### src/rtl/rv32_multicycle_ctrl.sv
// rv32_multicycle_ctrl: multi-cycle control FSM for an RV32I core sharing one memory port
// between fetch and data access; owns instret, the memory-wait timeout and halt/trap state.
module rv32_multicycle_ctrl #(
   parameter int CNT_W       = 32,
   parameter int MEM_TIMEOUT = 255
) (
   input  logic             clk,
   input  logic             rst,
   input  logic [6:0]       opCode,
   input  logic [2:0]       funct3,
   input  logic             branch_taken,
   input  logic             mem_ready,
   output logic             mem_req,
   output logic             mem_we,
   output logic             mem_addr_sel,
   output logic             ir_we,
   output logic             pc_we,
   output logic [1:0]       pc_sel,
   output logic             rg_re1,
   output logic             rg_re2,
   output logic             rg_we,
   output logic             alu_a_sel,
   output logic             alu_b_sel,
   output logic [1:0]       wb_sel,
   output logic [2:0]       state,
   output logic [CNT_W-1:0] instret,
   output logic             halted,
   output logic             illegal
);
   typedef enum logic [2:0] {FETCH, DECODE, EXECUTE, MEM, WB, HALT, TRAP} state_t;
   localparam int TW = $clog2(MEM_TIMEOUT + 1);
   localparam logic [TW-1:0] T_LAST = TW'(MEM_TIMEOUT - 1);
   state_t st, nxt;
   logic [TW-1:0] tcnt;
   logic is_r, is_i, is_ld, is_st, is_br, is_jal, is_jalr, is_lui, is_auipc, is_fence, is_sys;
   logic known, act, mem_ph, tout, commit, in_wb;
   assign is_r     = opCode == 7'b0110011;
   assign is_i     = opCode == 7'b0010011;
   assign is_ld    = opCode == 7'b0000011;
   assign is_st    = opCode == 7'b0100011;
   assign is_br    = opCode == 7'b1100011;
   assign is_jal   = opCode == 7'b1101111;
   assign is_jalr  = opCode == 7'b1100111;
   assign is_lui   = opCode == 7'b0110111;
   assign is_auipc = opCode == 7'b0010111;
   assign is_fence = opCode == 7'b0001111;
   assign is_sys   = opCode == 7'b1110011;
   assign known    = is_r | is_i | is_ld | is_st | is_br | is_jal | is_jalr | is_lui | is_auipc | is_fence | is_sys;
   // Strobes are forced low while rst is held so a pending store can never be written.
   assign act      = !rst;
   assign mem_ph   = st == FETCH || st == MEM;
   assign tout     = mem_ph && !mem_ready && tcnt == T_LAST;
   assign in_wb    = act && st == WB;
   assign commit   = in_wb || (act && st == MEM && is_st && mem_ready);
   assign state    = st;
   always_comb begin
      nxt = st;
      case (st)
         FETCH:   nxt = mem_ready ? DECODE : tout ? TRAP : FETCH;
         DECODE:  nxt = !known ? TRAP : is_sys ? (funct3 == 3'b000 ? HALT : TRAP) : EXECUTE;
         EXECUTE: nxt = (is_ld || is_st) ? MEM : WB;
         MEM:     nxt = mem_ready ? (is_st ? FETCH : WB) : tout ? TRAP : MEM;
         WB:      nxt = FETCH;
         default: nxt = st;
      endcase
   end
   always_ff @(posedge clk) begin
      if (rst) begin
         st      <= FETCH;
         tcnt    <= '0;
         instret <= '0;
         halted  <= 1'b0;
         illegal <= 1'b0;
      end else begin
         st      <= nxt;
         tcnt    <= (mem_ph && !mem_ready) ? tcnt + 1'b1 : '0;
         instret <= instret + CNT_W'(commit);
         halted  <= halted | (nxt == HALT);
         illegal <= illegal | (nxt == TRAP);
      end
   end
   always_comb begin
      mem_req      = act && mem_ph;
      mem_addr_sel = act && st == MEM;
      mem_we       = act && st == MEM && is_st;
      ir_we        = act && st == FETCH && mem_ready;
      pc_we        = commit;
      rg_re1       = act && st == DECODE;
      rg_re2       = act && st == DECODE;
      rg_we        = in_wb && (is_r || is_i || is_ld || is_jal || is_jalr || is_lui || is_auipc);
      alu_a_sel    = act && st == EXECUTE && (is_auipc || is_jal || is_br);
      alu_b_sel    = act && st == EXECUTE && !(is_r || is_br);
      pc_sel       = !in_wb ? 2'b00 : (is_jal || (is_br && branch_taken)) ? 2'b01 : is_jalr ? 2'b10 : 2'b00;
      wb_sel       = !in_wb ? 2'b00 : is_ld ? 2'b01 : (is_jal || is_jalr) ? 2'b10 : is_lui ? 2'b11 : 2'b00;
   end
endmodule

### config.mk
export PLATFORM = sky130hd
export DESIGN_NAME = rv32_multicycle_ctrl
export DESIGN_NICKNAME = d
export VERILOG_FILES = /design/src/rtl/rv32_multicycle_ctrl.sv
export SDC_FILE = /design/constraint.sdc
export NUM_CORES = 1
export LEC_CHECK = 0
export BUFFER_PORTS_ARGS = -buffer_cell sky130_fd_sc_hd__buf_2
export CAP_MARGIN = 20
export CELL_PAD_IN_SITES_DETAIL_PLACEMENT = 1
export CELL_PAD_IN_SITES_GLOBAL_PLACEMENT = 2
export CORE_MARGIN = 5
export CORE_UTILIZATION = 32
export DETAILED_ROUTE_END_ITERATION = 8
export PLACE_DENSITY_LB_ADDON = 0.1
export SYNTH_ARGS = -nofsm -noshare
export SYNTH_HDL_FRONTEND = slang
export SYNTH_SLANG_ARGS = --single-unit
### constraint.sdc
create_clock -name clk -period 5.7 [get_ports clk]
set_clock_uncertainty 0.2 [all_clocks]
set_input_delay 1.14 -clock clk [delete_from_list [all_inputs] [get_ports clk]]
set_output_delay 1.14 -clock clk [all_outputs]
set_load 0.01 [all_outputs]
==> reports/results.ini <==
[run_status]
status=finished, final reports clean

[floorplan]
design.die.area_sq_um=9306
initial_core_util=0.3298
boundaryPins=65
die_x_um=96.47
die_h_um=96.47
core_area_sq_um=7253
rows=31

[finish]
diodes=0
num-nets-final=364
drive_above_1_share=0.2536
area_growth_pct=18.78
post-route-util=0.3918
final_cells=446
design_area_sq_um=2841

[clock_network]
cts_root_buf=clkbuf_8
post_cts_buffers=0
clock-sinks=45
cts_tree=built
cts_buffers=5
htreeDepth=2
cts_hold_buf=0
cts_buffer_depth=2
clkSlewWorstSetupHoldPaths_ns=0.09
post_cts.resized_instances=0
clock_latency_ns=0.30

[placed_design]
io_buffer_count=64
dpl.hpwl_mm=4.735
preCtsSetupSlack_ns=1.515
gp_congestion=0.7907
dp.cells=438
dpl_cell_area_sq_um=2751

[synth]
ys_seq_area_frac=0.3766
yosys_most_used_dff=dfxtp_1
ys_ff_latch=45
synth_cells=290
ys_types=49
synth.net_count=308
synth_enable_flop_cells=0
ys.warnings.count=0
syn_avg_cell_area_sq_um=8.249
synthesis.area_sq_um=2392
async_flop_share=0

[detailed_routing]
dr.first_iter.drc_count=60
wl_per_cell_um=14.23
dr.pass1.iters=4
drc=0
drtAntennaViolNets=0
num_vias=2205
vias_per_cell=4.944
routed_wl_mm=6.345

[timing]
min_period_ns=3.941
maxSlewHeadroom=0.5178
tightest_slew_ns=0.7234
whs_ns=0.2765
fin_tns_setup_ns=0
rsz0062_at_grt=no
max_freq_mhz=253.7
final_hold_viol_count=0
fin_crit_sh=0.6915
setup_viol=0
drv_slew=0
final.setup.worst_slack_ns=1.759

[setup_path]
cp.arrival_ns=2.60
path_max_fanout=39
worstPathCellList=buf_2, inv_1, nand3_1, or2_2, nor3_1, buf_2
worstSetupStartpointType=input port
crit_top_cell=buf_2
reg2reg_slack_ns=2.56
path_class=input port to output pin
cp.required_ns=4.36
end_kind=output pin
max_stage_delay_ns=0.38
crit_slowest_cell=or2_2

[grt]
grt_overflow=0
grt_pass1_vias=2185
grt_max_degree=40
track_usage=0.1425
antenna_found_initial=0
grt_pass1_wl_mm=10.48

[worst_hold_path]
hp-class=flip-flop to flip-flop

[pwr]
vdd_ir_drop_max_mv=0.09980
p_leak_nw=1.206
total_power_mw=0.5899
powerDensity_nw_per_um2=207.6

[flow_run]
drv_cap=0

## power by group
group	switching [mW]	internal, mW
clock network	0.120	0.0872
logic	0.0360	0.0209
registers	0.00817	0.318
## critical path: cells and delay by family
| family | cells | cell delay, ns |
|---|---|---|
| buffers and inverters | 3 | 0.67 |
| and+or+nand+nor | 3 | 0.79 |
## flip-flops by register name (all words and copies together), names as in the netlist
signal   count
instret     32
tcnt         8
state        3
halted       1
illegal      1
## placed cells by master (no fill, tap or decap), types with 5 or more instances in the layout
cell and instances:
and3_1 7, buf_2 64, clkbuf_8 5, or3_1 5, dfxtp_1 45, nor2_1 57, a21oi_1 12, xor2_1 20
o21ai_0 9, inv_1 7, nand4_1 5, nand3_1 17, xnor2_1 13, nor3_1 10, nand2_1 22
## cell usage after synthesis (5+ instances only)
cell type	number	share of area
o21ai_0	9	0.019
a21oi_1	12	0.025
inv_1	7	0.011
or3_1	5	0.013
nand4_1	5	0.013
dfxtp_1	45	0.38
nand2_1	22	0.035
xnor2_1	13	0.048
nor2_1	57	0.089
xor2_1	20	0.073
and3_1	7	0.018
nor3_1	10	0.021
nand3_1	17	0.036
## per-layer routing
metal / track usage / up-vias / part of all wire / wire [um]
met3: 0.03098 / 5 / 0.046 / 295
li1: - / 1101 / - / -
met1: 0.1903 / 1057 / 0.49 / 3103
met2: 0.2322 / 42 / 0.45 / 2877
met4: 0.03855 / 0 / 0.011 / 68
met5: 0 / - / 0 / 0
## layout make-up
cell class / instances / area [sq um]
Clock buffer: 5 / 68.82
Clock inverter: 3 / 21.27
Fill cell: 937 / 4412
Inverter: 7 / 26.28
Multi-Input combinational cell: 223 / 1380
Sequential cell: 45 / 900.9
Tap cell: 99 / 123.9
Timing Repair Buffer: 64 / 320.3
## cells by family (layout without fill, tap and decap cells)
family	count (synthesis)	count (layout)	synth area share
simple gates	152	152	0.3389
buf+inv	22	79	0.04655
fa+ha+maj	4	4	0.02092
compound gates	33	33	0.09206
flops	45	45	0.3766
xor+xnor	33	33	0.1208
mux	1	1	0.004184
## path summary, 6_finish.rpt
kind / depth (start not counted) / endpoint / from
worst max register to register: 13 / instret[28] / state[1]
worst max-delay path: 6 / pc_sel[0] / rst
worst min-delay path: 1 / illegal / illegal
worst min register to register: 1 / illegal / illegal
Note: power is estimated with default switching activity, not from simulation.
